===== src/rtl/kamus_pkg.sv =====
// Shared types for the kamus pipeline control path: PC source select and controller FSM states.
// Drain counter width covers the full legal DRAIN_CYCLES range of 1..15.
package kamus_pkg;

   typedef enum logic [1:0] {
      ADDR_SEL_NEXT,
      ADDR_SEL_TARGET,
      ADDR_SEL_TRAP,
      ADDR_SEL_HOLD
   } instr_addr_sel_state_e;

   typedef enum logic [1:0] {
      RUN,
      LU_STALL,
      DRAIN,
      TRAP_REDIR
   } pipe_state_e;

   localparam int unsigned REG_ADDR_W  = 5;
   localparam int unsigned DRAIN_CNT_W = 4;

endpackage


===== src/rtl/kamus_hazard_detect.sv =====
// Load-use hazard detect between the EX load and the ID consumer.
// Purely combinational; no state, no backpressure of its own.
module kamus_hazard_detect
   import kamus_pkg::*;
(
   input  logic                  id_valid_i,
   input  logic [REG_ADDR_W-1:0] id_rs1_addr_i,
   input  logic [REG_ADDR_W-1:0] id_rs2_addr_i,
   input  logic                  id_rs1_used_i,
   input  logic                  id_rs2_used_i,
   input  logic                  ex_valid_i,
   input  logic                  ex_is_load_i,
   input  logic [REG_ADDR_W-1:0] ex_rd_addr_i,
   output logic                  load_use_o
);

   logic rs1_match;
   logic rs2_match;

   assign rs1_match = id_rs1_used_i && (id_rs1_addr_i == ex_rd_addr_i);
   assign rs2_match = id_rs2_used_i && (id_rs2_addr_i == ex_rd_addr_i);

   // x0 is hardwired to zero, so a load targeting it never creates a dependency
   assign load_use_o = ex_valid_i && ex_is_load_i && (ex_rd_addr_i != '0) &&
                       id_valid_i && (rs1_match || rs2_match);

endmodule


===== src/rtl/kamus_pipe_ctrl.sv =====
// Pipeline controller: load-use bubble, EX redirect, trap drain then redirect; outputs combinational
// from state and inputs. mem_busy_i stalls every stage and freezes state and drain counter.
module kamus_pipe_ctrl
   import kamus_pkg::*;
#(
   parameter int unsigned DRAIN_CYCLES = 3
) (
   input  logic                  clk_i,
   input  logic                  rst_i,
   input  logic                  id_valid_i,
   input  logic [REG_ADDR_W-1:0] id_rs1_addr_i,
   input  logic [REG_ADDR_W-1:0] id_rs2_addr_i,
   input  logic                  id_rs1_used_i,
   input  logic                  id_rs2_used_i,
   input  logic                  id_trap_i,
   input  logic                  ex_valid_i,
   input  logic                  ex_is_load_i,
   input  logic [REG_ADDR_W-1:0] ex_rd_addr_i,
   input  logic                  ex_redirect_i,
   input  logic                  mem_busy_i,
   output logic                  if_stall_o,
   output logic                  id_stall_o,
   output logic                  ex_stall_o,
   output logic                  id_flush_o,
   output logic                  ex_flush_o,
   output instr_addr_sel_state_e instr_addr_sel_o,
   output logic [31:0]           stall_cycles_o
);

   pipe_state_e            state_q, state_d;
   logic [DRAIN_CNT_W-1:0] drain_cnt_q, drain_cnt_d;
   logic [31:0]            stall_cnt_q;
   logic                   load_use;

   kamus_hazard_detect u_hazard_detect (
      .id_valid_i    (id_valid_i),
      .id_rs1_addr_i (id_rs1_addr_i),
      .id_rs2_addr_i (id_rs2_addr_i),
      .id_rs1_used_i (id_rs1_used_i),
      .id_rs2_used_i (id_rs2_used_i),
      .ex_valid_i    (ex_valid_i),
      .ex_is_load_i  (ex_is_load_i),
      .ex_rd_addr_i  (ex_rd_addr_i),
      .load_use_o    (load_use)
   );

   always_ff @(posedge clk_i or posedge rst_i) begin
      if (rst_i) begin
         state_q     <= RUN;
         drain_cnt_q <= '0;
      end else begin
         state_q     <= state_d;
         drain_cnt_q <= drain_cnt_d;
      end
   end

   always_ff @(posedge clk_i or posedge rst_i) begin
      if (rst_i) begin
         stall_cnt_q <= '0;
      end else if (if_stall_o) begin
         stall_cnt_q <= stall_cnt_q + 32'd1;
      end
   end

   assign stall_cycles_o = stall_cnt_q;

   always_comb begin
      state_d          = state_q;
      drain_cnt_d      = drain_cnt_q;
      if_stall_o       = 1'b0;
      id_stall_o       = 1'b0;
      ex_stall_o       = 1'b0;
      id_flush_o       = 1'b0;
      ex_flush_o       = 1'b0;
      instr_addr_sel_o = ADDR_SEL_NEXT;

      if (rst_i) begin
         id_flush_o       = 1'b1;
         ex_flush_o       = 1'b1;
         instr_addr_sel_o = ADDR_SEL_HOLD;
      end else if (mem_busy_i) begin
         if_stall_o       = 1'b1;
         id_stall_o       = 1'b1;
         ex_stall_o       = 1'b1;
         instr_addr_sel_o = ADDR_SEL_HOLD;
      end else if (ex_redirect_i) begin
         // Anything younger than the redirecting instruction is wrong-path, including a pending trap
         id_flush_o       = 1'b1;
         ex_flush_o       = 1'b1;
         instr_addr_sel_o = ADDR_SEL_TARGET;
         state_d          = RUN;
         drain_cnt_d      = '0;
      end else begin
         case (state_q)
            RUN: begin
               if (id_trap_i && id_valid_i) begin
                  state_d     = DRAIN;
                  drain_cnt_d = DRAIN_CNT_W'(DRAIN_CYCLES - 1);
               end else if (load_use) begin
                  if_stall_o       = 1'b1;
                  id_stall_o       = 1'b1;
                  ex_flush_o       = 1'b1;
                  instr_addr_sel_o = ADDR_SEL_HOLD;
                  state_d          = LU_STALL;
               end
            end
            LU_STALL: begin
               state_d = RUN;
            end
            DRAIN: begin
               if_stall_o       = 1'b1;
               id_stall_o       = 1'b1;
               ex_flush_o       = 1'b1;
               instr_addr_sel_o = ADDR_SEL_HOLD;
               if (drain_cnt_q == '0) begin
                  state_d = TRAP_REDIR;
               end else begin
                  drain_cnt_d = drain_cnt_q - DRAIN_CNT_W'(1);
               end
            end
            TRAP_REDIR: begin
               id_flush_o       = 1'b1;
               instr_addr_sel_o = ADDR_SEL_TRAP;
               state_d          = RUN;
            end
            default: begin
               state_d = RUN;
            end
         endcase
      end
   end

endmodule


===== config.mk =====
export PLATFORM = sky130hd
export DESIGN_NAME = kamus_pipe_ctrl
export DESIGN_NICKNAME = d
export VERILOG_FILES = /design/src/rtl/kamus_pkg.sv /design/src/rtl/kamus_hazard_detect.sv /design/src/rtl/kamus_pipe_ctrl.sv
export SDC_FILE = /design/constraint.sdc
export NUM_CORES = 1
export LEC_CHECK = 0
export ABC_AREA = 1
export CAP_MARGIN = 10
export CORE_MARGIN = 8
export CORE_UTILIZATION = 55
export DETAILED_ROUTE_END_ITERATION = 6
export GPL_ROUTABILITY_DRIVEN = 1
export PLACE_DENSITY = 0.95
export SYNTH_ARGS = -nofsm -noshare
export SYNTH_HDL_FRONTEND = slang
export SYNTH_HIERARCHICAL = 1
export SYNTH_SLANG_ARGS = --single-unit

===== constraint.sdc =====
create_clock -name clk_i -period 2.52 [get_ports clk_i]
set_input_delay 0.378 -clock clk_i [delete_from_list [all_inputs] [get_ports clk_i]]
set_output_delay 0.378 -clock clk_i [all_outputs]
set_load 0.005 [all_outputs]

[Yosys cells after proc, flatten, opt, wreduce, memory -nomap -nowiden]
Cells that the tools add are included.
W data, S select, Z words.
Cells by class
  $add $sub $neg: 2
  eq/ne operators: 9
  multiplexer cells: 30
  bitwise logic cells: 2
  reductions and logical operators: 15
Operators by type and width (number)
  $add A32 B1 Y32 const B: 1
  $mux W2: 9
  $mux W1: 14
  $mux W4: 3
  $pmux W2 S3: 2
  $eq A5 B5 Y1: 2
  $ne A3 B3 Y1 const B: 3
  $pmux W4 S2: 1
  $logic_and A1 B1 Y1: 7
  $reduce_and A5 Y1: 1
  $reduce_bool A5 Y1: 1
  $eq A2 B2 Y1 const B: 2
  $logic_not A4 Y1: 1
  $ne A4 B4 Y1 const B: 1
  $reduce_and A4 Y1: 1
  $sub A4 B1 Y4 const B: 1
  $reduce_bool A3 Y1: 1
  $eq A2 B1 Y1 const B: 1
  $logic_not A2 Y1: 1
  $not A1 Y1: 2
  $pmux W1 S2: 1
  $reduce_or A2 Y1: 1
  $logic_or A1 B1 Y1: 1
Storage, ports and cells
  register bits after elaboration: 38
  bits of input ports: 25
  output and inout port bits: 39
  logic and storage cells: 61

[Depth between registers and ports, before layout]
  word-level depth: 10
  depth in mapped cells: 14
  gate-level depth less buffers: 14

[Modules after synthesis]
Netlist, hierarchy kept.
Modules (own cells, without submodules)
  kamus_pipe_ctrl: times used 1, cells each 387, area each 2578.7 um^2, seq. area each 950.9 um^2
  kamus_hazard_detect: times used 1, cells each 56, area each 225.2 um^2, seq. area each 0.0 um^2

[Worst setup path after synthesis]
Ideal clock, no wire load.
  path type: input to output
  start: input port ex_rd_addr_i[1]
  end: output port if_stall_o
  arrival: 1558 ps
  required time: 2142 ps
  setup slack: 584 ps
  stages: 12
  buffers on the path: 2
  path through: inv_1 -> nand2_1 -> nand2_1 -> nor2_1 -> nand3_1 -> a21oi_2 -> nand3_2 -> nand2_2 -> nand2_4 -> a21oi_4 -> buf_6 -> buf_4
On the way
  cells in the longest elaborated chain, start to end: 10
  elaborated cells on any way between the ends: 15
  those cells by class: eq/ne: 2; mux: 6; reduce/logical: 7
RTL lines
  start: declaration: RTL line kamus_pipe_ctrl.sv:18  | input logic [REG_ADDR_W-1:0] ex_rd_addr_i,
  $eq A5 B5 Y1 (tied with other cells): RTL line kamus_hazard_detect.sv:20  | assign rs1_match = id_rs1_used_i && (id_rs1_addr_i == ex_rd_addr_i);
  $logic_and A1 B1 Y1, on equally long branches: RTL line kamus_hazard_detect.sv:20, kamus_hazard_detect.sv:21, kamus_hazard_detect.sv:24
  $logic_or A1 B1 Y1 or $logic_and A1 B1 Y1 (tied branches): RTL line kamus_hazard_detect.sv:25, kamus_hazard_detect.sv:24
  $logic_and A1 B1 Y1 *: RTL line kamus_hazard_detect.sv:25  | id_valid_i && (rs1_match || rs2_match);
  named net load_use: RTL line kamus_pipe_ctrl.sv:33  | logic load_use;
  $mux W1 * (2 in series)
  $pmux W1 S2 *
  $mux W1 * (3 in series)
  end: declaration: RTL line kamus_pipe_ctrl.sv:21  | output logic if_stall_o,
The timed path passes the listed nets; every way through them passes the cells marked *.

[Final worst setup path]
  start: input port id_rs2_addr_i[2]
  end: output port instr_addr_sel_o[1]
On the way
  cells in the longest elaborated chain, start to end: 10
RTL lines
  start: declaration: RTL line kamus_pipe_ctrl.sv:12  | input logic [REG_ADDR_W-1:0] id_rs2_addr_i,
  $eq A5 B5 Y1: RTL line kamus_hazard_detect.sv:21  | assign rs2_match = id_rs2_used_i && (id_rs2_addr_i == ex_rd_addr_i);
  $logic_and A1 B1 Y1: RTL line kamus_hazard_detect.sv:21
  $logic_or A1 B1 Y1: RTL line kamus_hazard_detect.sv:25
  $logic_and A1 B1 Y1: RTL line kamus_hazard_detect.sv:25
  named net load_use: RTL line kamus_pipe_ctrl.sv:33
  $mux W2: RTL line kamus_pipe_ctrl.sv:99  | end else if (load_use) begin
  $mux W2: RTL line kamus_pipe_ctrl.sv:96  | if (id_trap_i && id_valid_i) begin
  $pmux W2 S3: RTL line kamus_pipe_ctrl.sv:94  | case (state_q)
  $mux W2: RTL line kamus_pipe_ctrl.sv:86  | end else if (ex_redirect_i) begin
  $mux W2: RTL line kamus_pipe_ctrl.sv:81  | end else if (mem_busy_i) begin
  $mux W2: RTL line kamus_pipe_ctrl.sv:77  | if (rst_i) begin
  end: declaration: RTL line kamus_pipe_ctrl.sv:26  | output instr_addr_sel_state_e instr_addr_sel_o,
The timed path passes the listed nets, and every way through them passes these cells.

==> impl_metrics.sql <==
INSERT INTO impl_metrics (metric_group, metric, value, unit) VALUES
('global_routing', 'initial_antenna_violation_count', '0', ''),
('sta', 'postLayoutSetupSlackWorst', '0.164', 'ns'),
('cells_and_area', 'finish.net_count', '540', ''),
('global_routing', 'grt_start_max_net_pins', '49', ''),
('sta', 'finalMaxSlewViolations', '0', ''),
('floorplanning', 'design.die.area', '0.00764', 'sq mm'),
('place', 'place_ws', '-0.307', 'ns'),
('yosys', 'seq_area_frac_synth', '33.9', '%'),
('critical_path', 'crit_path_top_delay_cell', 'clkdlybuf4s50_1', ''),
('sta', 'timing.setup.tns', '0', 'ns'),
('critical_path', 'required', '2.14', 'ns'),
('power', 'share_comb_of_total_power', '29.9', '%'),
('global_routing', 'globalRouteTotalUtil', '20.6', '%'),
('run', 'timing.max_cap.violations', '0', ''),
('yosys', 'number_of_enable_type_register_cells_in_the_synthesized_netlist', '0', ''),
('yosys', 'post_synth_main_area_contributors', 'dfrtp_1, nand2_1, nor2_1', ''),
('routing', 'avgRoutedWirePerCell', '12.7', 'um'),
('critical_path', 'crit_type', 'in2out', ''),
('yosys', 'yosys.cell_count.top_type', 'nand2_1', ''),
('yosys', 'async_flop_share', '100', '%'),
('routing', 'route.detailed.vias_per_inst', '5.18', ''),
('cts', 'max-clock-path-buffers', '2', ''),
('cells_and_area', 'area_delta_synth_final', '28.7', '%'),
('min_path', 'hp-start', 'stall_cycles_o[31]', ''),
('global_routing', 'gr-usage-met2', '35.3', '%'),
('min_path', 'hold_wc_path_type', 'reg2reg', ''),
('power', 'switching_share', '32.8', '%'),
('global_routing', 'first_global_vias', '2849', ''),
('cells_and_area', 'diodes', '0', ''),
('power', 'clock_share_of_power', '27.8', '%'),
('place', 'portBuffers', '63', ''),
('sta', 'max-slew-margin-rel', '75.6', '%'),
('routing', 'detailedRoute.firstPassIterationCount', '5', ''),
('critical_path', 'regToRegEndpoint', 'stall_cycles_o[23]', ''),
('critical_path', 'worst_r2r_path_depth', '7', ''),
('place', 'dpl_cell_area', '0.00352', 'sq mm'),
('floorplanning', 'initial_core_util', '56.0', '%'),
('cells_and_area', 'fin_cells', '583', ''),
('routing', 'detailedRoute.firstIterationViolations', '281', ''),
('min_path', 'worst_hold_path.num_cells', '2', ''),
('cts', 'cts_hold_repair.buffers', '0', ''),
('critical_path', 'critical_path.endpoint_type', 'output port', ''),
('cts', 'clock-root-buffer', 'clkbuf_8', ''),
('yosys', 'yosys_warnings', '6', ''),
('cts', 'clock_tree_from_tritoncts', 'yes', ''),
('global_routing', 'grt-busiest-layer', 'met2', ''),
('power', 'ir_drop', '0.640', 'mV'),
('critical_path', 'timing.reg2reg.setup_slack', '0.83', 'ns'),
('critical_path', 'critical_r2r_launch', 'stall_cycles_o[10]', ''),
('sta', 'setup_clock_skew_after_layout', '0.00457', 'ns'),
('global_routing', 'global_route.overflow_total', '0', ''),
('power', 'power.density', '521', 'mW/mm^2'),
('sta', 'max_freq', '424', 'MHz'),
('yosys', 'syn_area_per_cell', '6.33', 'sq um'),
('critical_path', 'worstPathCellList', 'clkdlybuf4s50_1, inv_1, nand2_1, nand2_1, nor2_1, nand3_1, a21oi_2, nand3_2, nand2_2, nand2_4, o211ai_1, dlygate4sd2_1', ''),
('sta', 'hold_violations', '0', ''),
('yosys', 'postSynthRegisterBits', '38', ''),
('yosys', 'netlist_instances', '443', ''),
('yosys', 'synth.distinct_cells', '32', ''),
('status', 'outcome', 'completed', ''),
('global_routing', 'globalRouteMet3Util', '4.25', '%'),
('routing', 'ant_nets', '0', ''),
('routing', 'route.final.wire_length', '7390', 'um'),
('cts', 'cts_sinks', '38', ''),
('sta', 'setup_repair_after_global_routing_missed_its_margin', 'false', ''),
('cells_and_area', 'layout.cell_area.non_filler', '0.00361', 'sq mm'),
('critical_path', 'worst_path_most_repeated_cell', 'nand2_1', ''),
('place', 'gp_routability_congestion', '0.922', ''),
('critical_path', 'critPathTopFamily', 'buffers and inverters', ''),
('floorplanning', 'num_io_pins', '64', ''),
('power', 'sequentialPowerShare', '42.3', '%');
worst register-to-register path, delay by kind of cell (launching register included):
family           cells  cell delay, ns
AND/OR/NAND/NOR      7            1.10
flip-flops           1            0.48
state kept, by name (all words and copies together) (netlist names):
name            cells
stall_cycles_o     32
drain_cnt_q         4
state_q             2
cells in the final DEF, fill, tap and decap left out, types with 5 or more instances in the layout:
cell type,count
xor2_1,9
nand3_1,32
clkdlybuf4s50_1,49
o21ai_1,7
nand2_1,178
clkbuf_8,5
dlygate4sd2_1,8
o21ai_0,8
inv_1,50
inv_2,9
xnor2_1,5
nor2_1,59
buf_4,6
nand4_1,12
dfrtp_1,38
how the worst max path moves through the flow:
| stage | start | to | slack, ns |
|---|---|---|---|
| after floorplan | ex_rd_addr_i[1] | if_stall_o | 0.58 |
| after global placement | ex_rd_addr_i[3] | id_stall_o | -0.23 |
| after detailed placement | ex_rd_addr_i[3] | id_stall_o | -0.31 |
| after CTS | id_rs2_addr_i[0] | id_stall_o | 0.06 |
| after global routing | id_rs2_addr_i[1] | instr_addr_sel_o[1] | 0.01 |
| final | id_rs2_addr_i[2] | instr_addr_sel_o[1] | 0.16 |
stage by stage:
| stage | total power [mW] | hold WS, ns |
|---|---|---|
| 2_1_floorplan | 1.12 | 0.453 |
| 3_3_place_gp | 1.36 | 0.472 |
| 3_5_place_dp | 1.38 | 0.491 |
| 4_1_cts | 1.89 | 0.509 |
| 5_1_grt | 2.00 | 0.540 |
| 6_report | 1.88 | 0.511 |
area by class of cell:
class | instances | area (sq um) | area share, %
flip-flops and latches | 38 | 951 | 26.3
clock inverters | 1 | 30.0 | 0.832
clock buffers | 7 | 76.3 | 2.11
well taps | 70 | 87.6 | 2.43
repair buffers | 70 | 678 | 18.8
inverters | 59 | 221 | 6.14
multi-input cells | 338 | 1570 | 43.4
kinds of logic (layout without fill, tap and decap cells):
group	Yosys count	after routing	synth area share (%)
xor+xnor	14	14	4.37
compound gates	23	23	4.95
fa+ha+maj	3	3	1.34
buf+inv	67	137	10.3
simple gates	298	298	45.2
flops	38	38	33.9
timing repair:
item | 4_1_cts | 5_1_grt
pin swaps | 2 | 5
hold endpoints to repair | 0 | 0
gates resized for setup | 12 | 9
endpoints found under the setup margin | 5 | 4
power groups by stage:
stage | registers [mW] | logic, mW | clock network [mW]
CTS | 0.795 | 0.572 | 0.526
global route | 0.809 | 0.634 | 0.556
global placement | 0.800 | 0.557 | 0
detailed placement | 0.805 | 0.575 | 0
finish | 0.796 | 0.562 | 0.523
floorplan | 0.790 | 0.334 | 0
layer usage:
| metal | routed length (um) | vias to the layer above |
|---|---|---|
| li1 | - | 1499 |
| met1 | 3080 | 1381 |
| met2 | 3610 | 117 |
| met3 | 517 | 24 |
| met4 | 174 | 0 |
| met5 | 0 | - |
Note: power is estimated with default switching activity, not from simulation.
